File: src/rtl/sevenseg_scan_ctrl_if.sv
// Load handshake between a numeric producer and the seven-segment scan controller.
// The producer drives a whole BCD frame and holds it until load_ready accepts it.
interface sevenseg_scan_ctrl_if #(
    parameter int NUM_DIGITS = 4
);
    logic                    load_valid;
    logic                    load_ready;
    logic [4*NUM_DIGITS-1:0] load_data;

    modport master (
        output load_valid,
        output load_data,
        input  load_ready
    );

    modport slave (
        input  load_valid,
        input  load_data,
        output load_ready
    );
endinterface

File: src/rtl/sevenseg_scan_ctrl.sv
// Time-multiplexed seven-segment scan controller with a double-buffered BCD frame.
// Each digit gets a guard blank and then an on-time; loads swap in only at frame boundaries.
module sevenseg_scan_ctrl #(
    parameter int NUM_DIGITS   = 4,
    parameter int DIGIT_CYCLES = 1000,
    parameter int BLANK_CYCLES = 10
) (
    input  logic                  clk,
    input  logic                  rst,
    sevenseg_scan_ctrl_if.slave   load,
    input  logic                  lzs_en,
    output logic [6:0]            seg,
    output logic [NUM_DIGITS-1:0] dig_en,
    output logic                  frame_tick
);

    localparam int FRAME_W = 4 * NUM_DIGITS;
    localparam int IDX_W   = $clog2(NUM_DIGITS);
    localparam int MAX_CYC = (DIGIT_CYCLES > BLANK_CYCLES) ? DIGIT_CYCLES : BLANK_CYCLES;
    localparam int CNT_W   = $clog2(MAX_CYC + 1);

    localparam logic [CNT_W-1:0] DIGIT_LAST = CNT_W'(DIGIT_CYCLES - 1);
    localparam logic [CNT_W-1:0] BLANK_LAST = CNT_W'(BLANK_CYCLES - 1);
    localparam logic [IDX_W-1:0] IDX_LAST   = IDX_W'(NUM_DIGITS - 1);

    typedef enum logic {
        BLANK = 1'b0,
        SHOW  = 1'b1
    } state_t;

    state_t               state, state_n;
    logic [IDX_W-1:0]     idx, idx_n;
    logic [CNT_W-1:0]     phase, phase_n;
    logic                 started;
    logic                 tick_n;
    logic [FRAME_W-1:0]   active, active_n;
    logic [FRAME_W-1:0]   shadow;
    logic                 shadow_full;
    logic [6:0]           seg_n;
    logic [NUM_DIGITS-1:0] dig_en_n;

    function automatic logic [6:0] decode(input logic [3:0] nibble);
        logic [6:0] s;
        case (nibble)
            4'h0:    s = 7'b0000001;
            4'h1:    s = 7'b1001111;
            4'h2:    s = 7'b0010010;
            4'h3:    s = 7'b0000110;
            4'h4:    s = 7'b1001100;
            4'h5:    s = 7'b0100100;
            4'h6:    s = 7'b0100000;
            4'h7:    s = 7'b0001111;
            4'h8:    s = 7'b0000000;
            4'h9:    s = 7'b0000100;
            default: s = 7'b1111111;
        endcase
        return s;
    endfunction

    // A digit above 0 goes dark when it and every more significant nibble are zero.
    function automatic logic [6:0] digit_seg(input logic [FRAME_W-1:0] frame,
                                             input logic [IDX_W-1:0]   i,
                                             input logic               lzs);
        logic all_zero;
        all_zero = 1'b1;
        for (int k = 0; k < NUM_DIGITS; k++) begin
            if (k >= int'(i) && frame[4*k +: 4] != 4'h0) begin
                all_zero = 1'b0;
            end
        end
        if (lzs && i != '0 && all_zero) begin
            return 7'b1111111;
        end
        return decode(frame[4*int'(i) +: 4]);
    endfunction

    always_comb begin
        state_n = state;
        idx_n   = idx;
        phase_n = phase + CNT_W'(1);
        tick_n  = 1'b0;
        if (!started) begin
            state_n = BLANK;
            idx_n   = '0;
            phase_n = '0;
            tick_n  = 1'b1;
        end else if (state == BLANK) begin
            if (phase == BLANK_LAST) begin
                state_n = SHOW;
                phase_n = '0;
            end
        end else if (phase == DIGIT_LAST) begin
            state_n = BLANK;
            phase_n = '0;
            if (idx == IDX_LAST) begin
                idx_n  = '0;
                tick_n = 1'b1;
            end else begin
                idx_n = idx + IDX_W'(1);
            end
        end
    end

    // Outputs are computed from the next state so they land on the same edge as it.
    always_comb begin
        active_n = (frame_tick && shadow_full) ? shadow : active;
        seg_n    = 7'b1111111;
        dig_en_n = '0;
        if (state_n == SHOW) begin
            seg_n    = digit_seg(active_n, idx_n, lzs_en);
            dig_en_n = NUM_DIGITS'(1) << idx_n;
        end
    end

    always_ff @(posedge clk or posedge rst) begin
        if (rst) begin
            state      <= BLANK;
            idx        <= '0;
            phase      <= '0;
            started    <= 1'b0;
            frame_tick <= 1'b0;
            seg        <= 7'b1111111;
            dig_en     <= '0;
        end else begin
            state      <= state_n;
            idx        <= idx_n;
            phase      <= phase_n;
            started    <= 1'b1;
            frame_tick <= tick_n;
            seg        <= seg_n;
            dig_en     <= dig_en_n;
        end
    end

    always_ff @(posedge clk or posedge rst) begin
        if (rst) begin
            active      <= '1;
            shadow      <= '0;
            shadow_full <= 1'b0;
        end else begin
            active <= active_n;
            if (frame_tick && shadow_full) begin
                shadow_full <= 1'b0;
            end else if (load.load_valid && !shadow_full) begin
                shadow      <= load.load_data;
                shadow_full <= 1'b1;
            end
        end
    end

    assign load.load_ready = !shadow_full;

endmodule

File: src/flat_wrapper.sv
// flat-port wrapper written by rule: the top's interface ports become plain ports
module sevenseg_scan_ctrl_flat 
#(
    parameter int NUM_DIGITS   = 4,
    parameter int DIGIT_CYCLES = 1000,
    parameter int BLANK_CYCLES = 10
)
  (clk, rst, lzs_en, seg, dig_en, frame_tick, load_load_valid, load_load_data, load_load_ready);
  sevenseg_scan_ctrl_if #(.NUM_DIGITS(NUM_DIGITS)) load_i ();
  input  logic clk;
  input  logic rst;
  input  logic lzs_en;
  output logic [6:0] seg;
  output logic [NUM_DIGITS-1:0] dig_en;
  output logic frame_tick;
  input wire logic [$bits(load_i.load_valid)-1:0] load_load_valid;
  input wire logic [$bits(load_i.load_data)-1:0] load_load_data;
  output wire logic [$bits(load_i.load_ready)-1:0] load_load_ready;
  assign load_i.load_valid = load_load_valid;
  assign load_i.load_data = load_load_data;
  assign load_load_ready = load_i.load_ready;
  sevenseg_scan_ctrl #(.NUM_DIGITS(NUM_DIGITS), .DIGIT_CYCLES(DIGIT_CYCLES), .BLANK_CYCLES(BLANK_CYCLES)) u_core (.clk(clk), .rst(rst), .load(load_i), .lzs_en(lzs_en), .seg(seg), .dig_en(dig_en), .frame_tick(frame_tick));
endmodule
File: config.mk
export PLATFORM = sky130hd
export DESIGN_NAME = sevenseg_scan_ctrl_flat
export DESIGN_NICKNAME = d
export VERILOG_FILES = /design/src/rtl/sevenseg_scan_ctrl_if.sv /design/src/rtl/sevenseg_scan_ctrl.sv /design/src/flat_wrapper.sv
export SDC_FILE = /design/constraint.sdc
export NUM_CORES = 1
export LEC_CHECK = 0
export ABC_AREA = 1
export BUFFER_PORTS_ARGS = -buffer_cell sky130_fd_sc_hd__buf_2
export CAP_MARGIN = 20
export CORE_ASPECT_RATIO = 0.75
export CORE_MARGIN = 2
export CORE_UTILIZATION = 58
export DETAILED_ROUTE_END_ITERATION = 16
export HOLD_SLACK_MARGIN = 0.15
export PLACE_DENSITY = 0.79
export SETUP_SLACK_MARGIN = 0.05
export SLEW_MARGIN = 10
export SYNTH_ARGS = -nofsm -noshare
export SYNTH_HDL_FRONTEND = slang
export SYNTH_SLANG_ARGS = --single-unit
File: constraint.sdc
create_clock -name clk -period 3.26 [get_ports clk]
set_clock_uncertainty 0.1 [all_clocks]
set_input_delay 0.326 -clock clk [delete_from_list [all_inputs] [get_ports clk]]
set_output_delay 0.326 -clock clk [all_outputs]
set_load 0.05 [all_outputs]
== Word level (Yosys, flattened, before mapping) ==
Memory sizes are Yosys's and may differ from the RTL's.
Index checks and enable logic that the tools add are counted.

* Add/sub/neg operators: 2
* Multiply operators: 0
* Div/mod/pow operators: 0
* Magnitude comparators: 3
* Equal/unequal tests: 3
* Shift-type cells: 2
* Multiplexer cells: 30
* Bitwise operators: 1
* Reductions and logical operators: 15

{| class="wikitable"
|+ Operators with widths
! operator !! number
|-
| $mux 10 || 4
|-
| $mux 7 || 3
|-
| $mux 1 || 17
|-
| $mux 16 || 1
|-
| $reduce_bool 4->1 || 4
|-
| $shiftx 16x5->4 || 1
|-
| $add 10x1->10 const B || 1
|-
| $eq 10x10->1 const B || 1
|-
| $eq 10x4->1 const B || 1
|-
| $mux 2 || 4
|-
| $logic_and 1x1->1 || 7
|-
| $ge 1x2->1 const A || 2
|-
| $mux 4 || 1
|-
| $reduce_bool 2->1 || 2
|-
| $shl 1x2->4 const A || 1
|-
| $add 2x1->2 const B || 1
|-
| $eq 2x2->1 const B || 1
|-
| $ge 2x2->1 const A || 1
|-
| $reduce_and 2->1 || 1
|-
| $logic_not 1->1 || 1
|-
| $not 1->1 || 1
|}

* Flip-flop bits (word level): 59
* Bits in latches: 0
* RAM bits: 0
* Memory bits (read-only): 112
* Input bits: 20
* Output and inout port bits: 13
* Word-level logic and storage cells: 67
* Memories kept: 1

{| class="wikitable"
|+ Memories
! name !! words !! bits a word !! read ports !! clocked after memory_dff !! wr ports !! RTL line !! source
|-
| (name not given) || 16 || 7 || 1 || 0 || 0 || sevenseg_scan_ctrl.sv:44 || <nowiki>case (nibble)</nowiki>
|}

== Longest topological paths before layout ==
Gate-level depths: netlist (run 1).

* Depth in word-level cells: 17
* Mapped depth: 18
* Depth with buffers taken out: 17

== Worst setup path after synthesis (run 1) ==
Ideal clock, no wire load.

* Path kind: register to register
* From: register u_core.frame_tick
* To: register u_core.seg[6]
* Library setup time: 0.083 ns
* Arrival: 2.493 ns
* Required time: 3.077 ns
* Slack: 0.584 ns
* Stages on the path, launching flop included: 13
* Buffers on the path: 2
* Period minus slack after synthesis: 2.676 ns
* Cells stage by stage: dfrtp_1 -> buf_4 -> nand2_1 -> buf_2 -> mux2_2 -> nand3_1 -> nand2_1 -> nor2_1 -> inv_1 -> ha_1 -> or2_2 -> nand3_1 -> nand2_1

* Cells in the longest elaborated chain, start to end: 14
* Elaborated cells between the ends (all ways): 21
* Those cells by class: shift (1); mux (10); reduce/logical (9); memory (1)

{| class="wikitable"
|+ RTL lines
! element !! RTL line !! source
|-
| start: declaration || sevenseg_scan_ctrl.sv:14 || <nowiki>output logic frame_tick</nowiki>
|-
| start signal: assignment || sevenseg_scan_ctrl.sv:129 || <nowiki>frame_tick <= tick_n;</nowiki>
|-
| $logic_and 1x1->1 * || sevenseg_scan_ctrl.sv:106 || <nowiki>active_n = (frame_tick && shadow_full) ? shadow : active;</nowiki>
|-
| $mux 16 * || sevenseg_scan_ctrl.sv:106 ||
|-
| via u_core.active_n[0] || sevenseg_scan_ctrl.sv:36 || <nowiki>logic [FRAME_W-1:0] active, active_n;</nowiki>
|-
| $reduce_bool 4->1 || sevenseg_scan_ctrl.sv:67 || <nowiki>if (k >= int'(i) && frame[4*k +: 4] != 4'h0) begin</nowiki>
|-
| $logic_and 1x1->1 || sevenseg_scan_ctrl.sv:67 ||
|-
| $mux 1 (4 in series) || sevenseg_scan_ctrl.sv:67 ||
|-
| $mux 1 || sevenseg_scan_ctrl.sv:109 || <nowiki>if (state_n == SHOW) begin</nowiki>
|-
| $logic_and 1x1->1 || sevenseg_scan_ctrl.sv:71 || <nowiki>if (lzs && i != '0 && all_zero) begin</nowiki>
|-
| $mux 1 || sevenseg_scan_ctrl.sv:71 ||
|-
| $mux 1 || sevenseg_scan_ctrl.sv:109 ||
|-
| $mux 7 * || sevenseg_scan_ctrl.sv:74 || <nowiki>return decode(frame[4*int'(i) +: 4]);</nowiki>
|-
| $mux 7 * || sevenseg_scan_ctrl.sv:109 ||
|-
| via u_core.seg_n[6] || sevenseg_scan_ctrl.sv:39 || <nowiki>logic [6:0] seg_n;</nowiki>
|-
| end signal: assignment || sevenseg_scan_ctrl.sv:130 || <nowiki>seg <= seg_n;</nowiki>
|-
| end: declaration || sevenseg_scan_ctrl.sv:12 || <nowiki>output logic [6:0] seg,</nowiki>
|}

The timed path passes the listed nets; every way through them passes the cells marked *. The select of a mux whose other input is x is not followed.
A chain may end at the register's enable or synchronous reset.

== Worst setup path after layout (run 1) ==
* From: register u_core.phase[0]
* To: register u_core.seg[3]

* Cells in the longest elaborated chain, start to end: 16
* Elaborated cells between the ends (all ways): 29
* Those cells by class: order compare (3); eq/ne (2); shift (1); mux (16); reduce/logical (6); memory (1)

{| class="wikitable"
|+ RTL lines
! element !! RTL line !! source
|-
| start: declaration || sevenseg_scan_ctrl.sv:33 || <nowiki>logic [CNT_W-1:0] phase, phase_n;</nowiki>
|-
| start signal: assignment || sevenseg_scan_ctrl.sv:127 || <nowiki>phase <= phase_n;</nowiki>
|-
| $eq 10x10->1 * || sevenseg_scan_ctrl.sv:92 || <nowiki>end else if (phase == DIGIT_LAST) begin</nowiki>
|-
| $mux 2 * || sevenseg_scan_ctrl.sv:92 ||
|-
| $mux 2 * || sevenseg_scan_ctrl.sv:87 || <nowiki>end else if (state == BLANK) begin</nowiki>
|-
| $mux 2 * || sevenseg_scan_ctrl.sv:82 || <nowiki>if (!started) begin</nowiki>
|-
| via u_core.idx_n[0] || sevenseg_scan_ctrl.sv:32 || <nowiki>logic [IDX_W-1:0] idx, idx_n;</nowiki>
|-
| $ge 1x2->1 || sevenseg_scan_ctrl.sv:67 ||
|-
| $logic_and 1x1->1 || sevenseg_scan_ctrl.sv:67 ||
|-
| $mux 1 (4 in series) || sevenseg_scan_ctrl.sv:67 ||
|-
| $mux 1 || sevenseg_scan_ctrl.sv:109 ||
|-
| $logic_and 1x1->1 || sevenseg_scan_ctrl.sv:71 ||
|-
| $mux 1 || sevenseg_scan_ctrl.sv:71 ||
|-
| $mux 1 || sevenseg_scan_ctrl.sv:109 ||
|-
| $mux 7 * || sevenseg_scan_ctrl.sv:74 ||
|-
| $mux 7 * || sevenseg_scan_ctrl.sv:109 ||
|-
| via u_core.seg_n[3] || sevenseg_scan_ctrl.sv:39 ||
|}

Marks and branches as above.

==> flow_metrics.py, run 1 <==
metrics = {
    "routing": {
        "drtIter0Drc": 138,
        "drt-vias-per-instance": 5.18,
        "first_pass_iters": 4,
        "wire_per_inst_um": 13.7,
        "drc": 0,
        "num_vias": 2140,
        "ant_nets": 0,
        "drt-total-wl_mm": 5.65,
    },
    "placement": {
        "dpl.hpwl_mm": 3.90,
        "dp_cells": 379,
        "place.gp.congestion": 0.859,
        "io_buffer_count": 32,
    },
    "setup_path": {
        "crit_type": "reg2reg",
        "cp.arrival_ns": 2.98,
        "slowest_delay_ns": 0.43,
        "crit_chain": "ha_1 > nand2_2 > nor2_4 > nand3_4 > nand2_1 > nand2_2 > nand2_4 > inv_2 > nand3_1 > nand2_1 > nor2_1 > inv_1 > ha_1 > or2_2 > nand3_1 > nand2_1",
        "cpLargestDelayFamily": "simple AND/OR/NAND/NOR gates",
        "cpMaxStageDelayCell": "dfrtp_1",
        "start_kind": "flop",
        "crit_buf_inv": 2,
        "cp.required_ns": 3.42,
        "crit_top_cell": "nand2_1",
        "end_kind": "flop",
        "crit_fanout": 13,
    },
    "clock_tree": {
        "h-tree-depth": 3,
        "path_clk_slew_ns": 0.07,
        "ctsResizeCount": 0,
        "cts_buffers": 9,
        "hold_buffers": 16,
        "postCtsSetupRepairBufs": 0,
        "cts_tree": "done",
        "clock_path_buffers": 2,
        "worstSkewPairLatency_ns": 0.34,
        "root_buffer": "clkbuf_8",
        "clkSinkCount": 59,
    },
    "floorplan": {
        "core_area_um2": 4570,
        "rows": 21,
        "dieArea_um2": 5460,
        "die_height_um": 64.5,
        "die_w_um": 84.6,
        "io_pins": 33,
        "initial_core_util_pct": 61.9,
    },
    "global_routing": {
        "grtUsageMet2_pct": 36.7,
        "grt_pass1_wl_mm": 9.97,
        "grt_pass1_vias": 2098,
        "met3_usage_pct": 5.73,
        "antenna_found_initial": 0,
        "track_usage_pct": 23.6,
        "busiest_layer": "met2",
        "overflow": 0,
        "grt_max_degree": 53,
        "grt_use_met1_pct": 32.7,
    },
    "flow_run": {
        "max-cap-violations": 0,
    },
    "sta": {
        "slew_violations": 0,
        "max_freq_ghz": 0.355,
        "grt_setup_unrepaired": "no",
        "hold_viol": 0,
        "period_minus_slack_ns": 2.82,
        "maxSlewHeadroom_pct": 53.3,
        "setup_viol": 0,
        "setup_tns_ns": 0,
        "holdWs_ns": 0.401,
        "tightestPinTransition_ns": 0.699,
        "fin_crit_sh_pct": 86.5,
    },
    "power_and_ir_drop": {
        "ir_drop_v": 0.000514,
        "p_leak_nw": 1.69,
        "power_density_nw_per_um2": 722,
    },
    "yosys": {
        "postSynthAreaPerCell_um2": 9.66,
        "ys_seq_elements": 59,
        "yosys_warnings": 0,
        "netlist-cell-type-count": 33,
        "syn-num-nets": 322,
        "syn_area_um2": 2830,
        "syn_inst": 293,
        "synth_seq_area_share_pct": 53.2,
    },
    "final_layout": {
        "insertedDiodeCount": 0,
        "layout-drive-gt1-share_pct": 32.9,
        "final_cells": 413,
        "syn_to_final_growth_pct": 23.0,
        "final_nets": 380,
    },
    "run_status": {
        "status": "finished clean",
    },
    "min_path": {
        "hp-class": "reg2reg",
    },
}
-- power by group --
part | leakage, nW | internal (W) | switching (W)
registers | 0.699 | 0.000974 | 0.0000785
clock network | 0.117 | 0.000529 | 0.000277
logic | 0.875 | 0.000257 | 0.000397
total | 1.69 | 0.00176 | 0.000752
-- metrics by stage --
step                      utilization (%)  setup slack (ns)  power [W]  area [um^2]
after floorplan                         -             0.584    0.00152         2830
after global placement               66.5             0.576    0.00166         3040
after detailed placement             66.5             0.455    0.00168         3040
after CTS                            75.3             0.432    0.00253         3440
after global routing                 76.1             0.139    0.00268         3480
final                                76.1             0.440    0.00251         3480
-- state kept, by name (all words and copies together) (netlist names), 2 cells and up --
signal and flops:
u_core.active 16, u_core.seg 7, u_core.phase 10, u_core.dig_en 4
u_core.idx 2, u_core.shadow 16
-- cell type report --
class | count | area (um^2)
flip-flops and latches | 59 | 1510
multi-input cells | 194 | 1150
fillers | 322 | 1090
repair buffers | 53 | 380
clock buffers | 12 | 145
inverters | 34 | 128
clock inverters | 4 | 97.6
well taps | 57 | 71.3
-- cell usage after synthesis --
cell / n / share of area, %
inv_2: 4 / 0.53
buf_2: 2 / 0.35
o21ai_2: 1 / 0.31
nand2_2: 9 / 2.0
o21ai_1: 2 / 0.35
buf_8: 1 / 0.53
nor4_1: 1 / 0.22
mux2_2: 18 / 7.2
nor2_1: 15 / 2.0
nor3b_1: 2 / 0.53
dfstp_2: 23 / 21
nand3_2: 1 / 0.35
o21a_1: 1 / 0.27
and3_1: 1 / 0.22
nand3_1: 23 / 4.1
nor3_1: 8 / 1.4
nand3_4: 1 / 0.62
ha_1: 9 / 4.0
clkbuf_1: 1 / 0.13
nand4_1: 4 / 0.88
nand2_4: 3 / 1.2
nor2_2: 1 / 0.22
buf_4: 2 / 0.53
a21oi_4: 1 / 0.58
conb_1: 1 / 0.13
xor2_1: 3 / 0.93
inv_1: 30 / 4.0
o21ai_0: 7 / 1.2
nor2_4: 3 / 1.2
or2_2: 1 / 0.22
dfrtp_1: 36 / 32
nand2_1: 71 / 9.4
a21oi_1: 7 / 1.2
-- layout by cell type (no fill, tap or decap), types with 2 or more instances in the layout --
cell	Yosys	final
a21oi_1	7	7
buf_2	2	32
buf_4	2	3
bufinv_16	0	3
clkbuf_1	1	2
clkbuf_8	0	10
dfrtp_1	36	36
dfstp_2	23	23
dlygate4sd3_1	0	17
ha_1	9	9
inv_1	30	29
inv_2	4	5
mux2_2	18	18
nand2_1	71	71
nand2_2	9	9
nand2_4	3	3
nand3_1	23	23
nand4_1	4	4
nor2_1	15	15
nor2_4	3	3
nor3_1	8	8
nor3b_1	2	2
o21ai_0	7	7
o21ai_1	2	2
xor2_1	3	3
-- logic make-up (layout without fill, tap and decap cells) --
family | Yosys count | in the layout | synth area share (%)
buffers and inverters | 40 | 103 | 6.06
AOI/OAI and AO/OA | 19 | 19 | 3.98
xor gates and xnor gates | 3 | 3 | 0.929
DFF | 59 | 59 | 53.2
and+or+nand+nor | 144 | 144 | 24.5
other | 1 | 1 | 0.133
muxes | 18 | 18 | 7.16
adders and majority gates | 9 | 9 | 3.98
-- worst register-to-register path: cells and delay by family (launching register included) --
kind | cells | cell delay (ns)
adder cells (fa/ha/maj) | 2 | 0.43
buffers and inverters | 2 | 0.21
flip-flops | 1 | 0.43
AND/OR/NAND/NOR | 12 | 1.59
-- layer usage --
layer | vias up | wire length [um]
met5 | - | 0
met4 | 0 | 16
met3 | 2 | 278
met2 | 55 | 2670
met1 | 1024 | 2690
li1 | 1059 | -
-- path summary, 6_finish.rpt --
check	startpoint	end	slack, ns	depth (start not counted)
setup / recovery	u_core.phase[0]	u_core.seg[3]	0.44	16
hold / removal	u_core.active[7]	u_core.active[7]	0.40	2
setup reg to reg	u_core.phase[0]	u_core.seg[3]	0.44	16
hold reg to reg	u_core.active[7]	u_core.active[7]	0.40	2
max in group asynchronous	rst	u_core.active[4]	1.75	5
min in group asynchronous	rst	u_core.shadow[9]	0.51	3
(Power assumes the default switching activity.)
==> run 2, diff against run 1 <==
--- a/config.mk
+++ b/config.mk
@@ -12,10 +12,10 @@
 export CORE_MARGIN = 2
 export CORE_UTILIZATION = 58
 export DETAILED_ROUTE_END_ITERATION = 16
+export GPL_TIMING_DRIVEN = 0
 export HOLD_SLACK_MARGIN = 0.15
 export PLACE_DENSITY = 0.79
 export SETUP_SLACK_MARGIN = 0.05
-export SLEW_MARGIN = 10
 export SYNTH_ARGS = -nofsm -noshare
 export SYNTH_HDL_FRONTEND = slang
 export SYNTH_SLANG_ARGS = --single-unit
==> flow_metrics.py, run 2 (synthesis gave the netlist of run 1 again) <==
metrics = {
    "run_status": {
        "status": "finished clean",
    },
    "floorplan": {
        "die_height_um": 64.5,
        "dieArea_um2": 5460,
        "die_w_um": 84.6,
        "io_pins": 33,
        "rows": 21,
        "initial_core_util_pct": 61.9,
        "core_area_um2": 4570,
    },
    "clock_tree": {
        "root_buffer": "clkbuf_8",
        "path_clk_slew_ns": 0.07,
        "cts_buffers": 9,
        "clock_path_buffers": 2,
        "ctsResizeCount": 0,
        "worstSkewPairLatency_ns": 0.34,
        "h-tree-depth": 3,
        "cts_tree": "done",
        "clkSinkCount": 59,
    },
    "routing": {
        "drt-vias-per-instance": 5.15,
        "drtIter0Drc": 64,
        "num_vias": 2132,
        "ant_nets": 0,
        "drc": 0,
        "first_pass_iters": 4,
        "drt-total-wl_mm": 5.50,
        "wire_per_inst_um": 13.3,
    },
    "setup_path": {
        "crit_type": "reg2reg",
        "cp.arrival_ns": 3.03,
        "cpMaxStageDelayCell": "dfrtp_1",
        "cp.required_ns": 3.42,
        "start_kind": "flop",
        "end_kind": "flop",
        "crit_fanout": 10,
        "crit_chain": "ha_1 > nand2_2 > nor2_4 > nand4_1 > nand2_2 > nand2_4 > buf_8 > nand3_1 > nand2_1 > nor2_1 > inv_1 > ha_1 > or2_2 > nand3_1 > nand2_1",
        "slowest_delay_ns": 0.45,
    },
    "final_layout": {
        "layout-drive-gt1-share_pct": 33.3,
        "multi_input_area_um2": 1150,
        "reg_top3": "u_core.active x16, u_core.shadow x16, u_core.phase x10",
        "final_cell_mix": "nand2_1, dfrtp_1, buf_2",
        "layout_commonest_cell": "nand2_1",
        "syn_to_final_growth_pct": 22.1,
        "seqCellArea_um2": 1510,
        "fillers": 326,
        "insertedDiodeCount": 0,
        "final_nets": 382,
        "final_cells": 414,
    },
    "power_and_ir_drop": {
        "p_leak_nw": 1.68,
        "ir_drop_v": 0.000492,
        "power_density_nw_per_um2": 690,
    },
    "placement": {
        "io_buffer_count": 32,
        "dpl.hpwl_mm": 3.78,
        "place.gp.congestion": 0.851,
        "dp_cells": 383,
    },
    "sta": {
        "period_minus_slack_ns": 2.87,
        "maxSlewHeadroom_pct": 58.9,
        "max_freq_ghz": 0.348,
        "hold_viol": 0,
        "setup_viol": 0,
        "fin_crit_sh_pct": 88.1,
        "setup_tns_ns": 0,
        "tightestPinTransition_ns": 0.610,
        "slew_violations": 0,
        "holdWs_ns": 0.177,
        "grt_setup_unrepaired": "no",
    },
    "global_routing": {
        "grt_pass1_vias": 2088,
        "grt_pass1_wl_mm": 9.35,
        "track_usage_pct": 22.7,
        "antenna_found_initial": 0,
        "overflow": 0,
        "grt_max_degree": 35,
    },
    "flow_run": {
        "max-cap-violations": 0,
    },
    "min_path": {
        "hp-class": "in2reg",
    },
}
## run 2: final timing paths
| kind | depth (start not counted) | slack, ns | startpoint | endpoint |
|---|---|---|---|---|
| worst max-delay path | 15 | 0.39 | u_core.phase[0] | u_core.seg[3] |
| worst min-delay path | 3 | 0.18 | load_load_data[4] | u_core.shadow[4] |
| worst max register to register | 15 | 0.39 | u_core.phase[0] | u_core.seg[3] |
| worst min register to register | 1 | 0.40 | u_core.shadow[6] | u_core.shadow[6] |
| max in group asynchronous | 4 | 1.95 | rst | u_core.active[6] |
| min in group asynchronous | 3 | 0.47 | rst | u_core.phase[3] |
## run 2: layout make-up
| type | count | area share (%) |
|---|---|---|
| buffer | 6 | 1.27 |
| tap | 57 | 2.07 |
| sequential | 59 | 43.6 |
| timing repair buffer | 49 | 9.86 |
| inverter | 34 | 3.70 |
| clock inverter | 1 | 0.870 |
| clock buffer | 14 | 5.29 |
| multi-input combinational | 194 | 33.4 |
## run 2: layer usage
layer  routed length, um  vias to the layer above  part of all wire [%]  GRT usage [%]
met5                   0                        -                     0              0
met4                  68                        0                   1.2           8.33
met3                 260                        7                   4.7           7.77
met2                2550                       41                    46           35.6
met1                2620                     1028                    48           29.5
li1                    -                     1056                     -              -
## run 2: timing repair
action / 4_1_cts / 5_1_grt
hold endpoints to repair: 33 / 0
setup buffers: 0 / 0
hold buffers: 16 / 0
## run 2: worst max-delay path: cells and delay by family, from the launching register on
| kind | cells | cell delay (ns) |
|---|---|---|
| DFF | 1 | 0.45 |
| buffers and inverters | 2 | 0.27 |
| adders and majority gates | 2 | 0.43 |
| and+or+nand+nor | 11 | 1.53 |
## run 2: power by group
group | switching [W] | total (W) | internal (W)
Combinational | 0.000392 | 0.000642 | 0.000250
Sequential | 0.0000692 | 0.00104 | 0.000974
Clock | 0.000264 | 0.000696 | 0.000433
## run 2: metrics by stage
stage	worst slack (ns)	util [%]	instance area, um^2	total power, W
after floorplan	0.584	-	2830	0.00152
final	0.388	75.5	3450	0.00238
after detailed placement	0.418	67.4	3080	0.00167
after global placement	0.495	66.9	3060	0.00164
after global routing	0.209	75.5	3450	0.00254
after CTS	0.402	75.5	3450	0.00240
==> run 3, diff against run 2 <==
==> constraint.sdc (replaced) <==
create_clock -name clk -period 3.26 [get_ports clk]
set_clock_uncertainty 0.1 [all_clocks]
set_input_delay 0.163 -clock clk [delete_from_list [all_inputs] [get_ports clk]]
set_output_delay 0.163 -clock clk [all_outputs]
set_load 0.05 [all_outputs]
==> flow_metrics.py, run 3 (synthesis gave the netlist of run 1 again) <==
metrics = {
    "final_layout": {
        "reg_top3": "u_core.active x16, u_core.shadow x16, u_core.phase x10",
        "final_nets": 383,
        "layout_commonest_cell": "nand2_1",
        "insertedDiodeCount": 0,
        "layout-drive-gt1-share_pct": 33.2,
        "syn_to_final_growth_pct": 22.4,
        "final_cell_mix": "nand2_1, dfrtp_1, buf_2",
        "fillers": 319,
    },
    "setup_path": {
        "cp.arrival_ns": 3.01,
        "start_kind": "flop",
        "cp.required_ns": 3.41,
        "crit_type": "reg2reg",
        "r2r_slack_ns": 0.40,
        "crit_fanout": 10,
        "end_kind": "flop",
    },
    "clock_tree": {
        "clkSinkCount": 59,
        "root_buffer": "clkbuf_8",
        "cts_tree": "done",
        "clock_path_buffers": 2,
        "worstSkewPairLatency_ns": 0.33,
        "cts_buffers": 9,
        "ctsResizeCount": 0,
        "path_clk_slew_ns": 0.07,
        "h-tree-depth": 3,
    },
    "routing": {
        "drtIter0Drc": 68,
        "drt-vias-per-instance": 5.13,
        "first_pass_iters": 4,
        "drt-total-wl_mm": 5.60,
        "num_vias": 2131,
        "wire_per_inst_um": 13.5,
        "ant_nets": 0,
        "drc": 0,
    },
    "placement": {
        "place.gp.congestion": 0.851,
        "dpl.hpwl_mm": 3.78,
        "io_buffer_count": 32,
    },
    "power_and_ir_drop": {
        "p_leak_nw": 1.69,
        "netSwitchingPower_w": 0.000731,
        "power_frac_seq_pct": 43.7,
        "p_clk_share_pct": 29.1,
        "power_density_nw_per_um2": 690,
        "ir_drop_v": 0.000491,
        "power_switching_share_pct": 30.6,
        "combPwrFrac_pct": 27.1,
        "intPower_w": 0.00166,
        "finalPower_w": 0.00239,
    },
    "floorplan": {
        "die_height_um": 64.5,
        "rows": 21,
        "initial_core_util_pct": 61.9,
        "dieArea_um2": 5460,
        "die_w_um": 84.6,
        "io_pins": 33,
        "core_area_um2": 4570,
    },
    "sta": {
        "fin_crit_sh_pct": 87.7,
        "tightestPinTransition_ns": 0.615,
        "setup_viol": 0,
        "hold_viol": 0,
        "period_minus_slack_ns": 2.86,
        "setup_tns_ns": 0,
        "grt_setup_unrepaired": "no",
        "slew_violations": 0,
        "holdWs_ns": 0.315,
        "max_freq_ghz": 0.350,
        "maxSlewHeadroom_pct": 58.6,
    },
    "min_path": {
        "hp-class": "in2async",
    },
    "global_routing": {
        "overflow": 0,
        "grt_max_degree": 35,
        "track_usage_pct": 23.2,
        "grt_pass1_wl_mm": 9.53,
        "antenna_found_initial": 0,
        "grt_pass1_vias": 2124,
    },
    "flow_run": {
        "max-cap-violations": 0,
    },
    "run_status": {
        "status": "finished clean",
    },
}
[run 3: cell types whose count changed in the layout (fill, tap and decap cells not counted)]
cell           change
dlygate4sd3_1      +1
[run 3: what timing repair did]
action | 4_1_cts | 5_1_grt
hold buffers | 17 | 0
hold endpoints to repair | 41 | 0
buffers inserted | 0 | 0
[run 3: worst paths after layout]
check	startpoint	to	cells after the start
min	rst	u_core.phase[3]	3
max in group asynchronous	rst	u_core.active[2]	4
min reg2reg	u_core.shadow[8]	u_core.shadow[8]	1
max	u_core.phase[0]	u_core.seg[3]	15
min in group clk	load_load_valid	u_core.shadow[7]	3
max reg2reg	u_core.phase[0]	u_core.seg[3]	15
[run 3: per-stage QoR]
step                area (um^2)  setup slack (ns)  utilization [%]  std cells
floorplan                  2830             0.584                -        293
global placement           3060             0.495             66.9        382
detailed placement         3080             0.418             67.4        383
CTS                        3460             0.402             75.8        415
global route               3460             0.209             75.8        415
finish                     3460             0.402             75.8        415
[run 3: cell type report]
class | count | area (um^2) | area share, %
Timing Repair Buffer | 50 | 350 | 10.1
Inverter | 34 | 128 | 3.68
Tap cell | 57 | 71.3 | 2.06
Sequential cell | 59 | 1510 | 43.5
Multi-Input combinational cell | 194 | 1150 | 33.3
Buffer | 6 | 43.8 | 1.26
Clock inverter | 1 | 30.0 | 0.867
Clock buffer | 14 | 183 | 5.27
[run 3: power by group through the flow]
stage	combinational [W]	sequential, W	clock (W)
3_5_place_dp	0.000622	0.00105	0
5_1_grt	0.000733	0.00106	0.000755
3_3_place_gp	0.000591	0.00105	0
4_1_cts	0.000644	0.00104	0.000716
2_1_floorplan	0.000493	0.00103	0
6_report	0.000649	0.00105	0.000696
[run 3: routing by layer]
layer / part of all wire [%] / GRT usage, %
met1: 47 / 29.8
met2: 47 / 37.0
met3: 5.3 / 7.77
met4: 1.0 / 8.33
met5: 0 / 0
[run 3: worst max-delay path, stage by stage, from the launching register on]
cell and delay [ns]:
dfrtp_1 0.45, ha_1 0.22, nand2_2 0.09, nor2_4 0.15, nand4_1 0.12, nand2_2 0.15
nand2_4 0.08, buf_8 0.15, nand3_1 0.08, nand2_1 0.05, nor2_1 0.36, inv_1 0.12
ha_1 0.21, or2_2 0.30, nand3_1 0.08, nand2_1 0.06
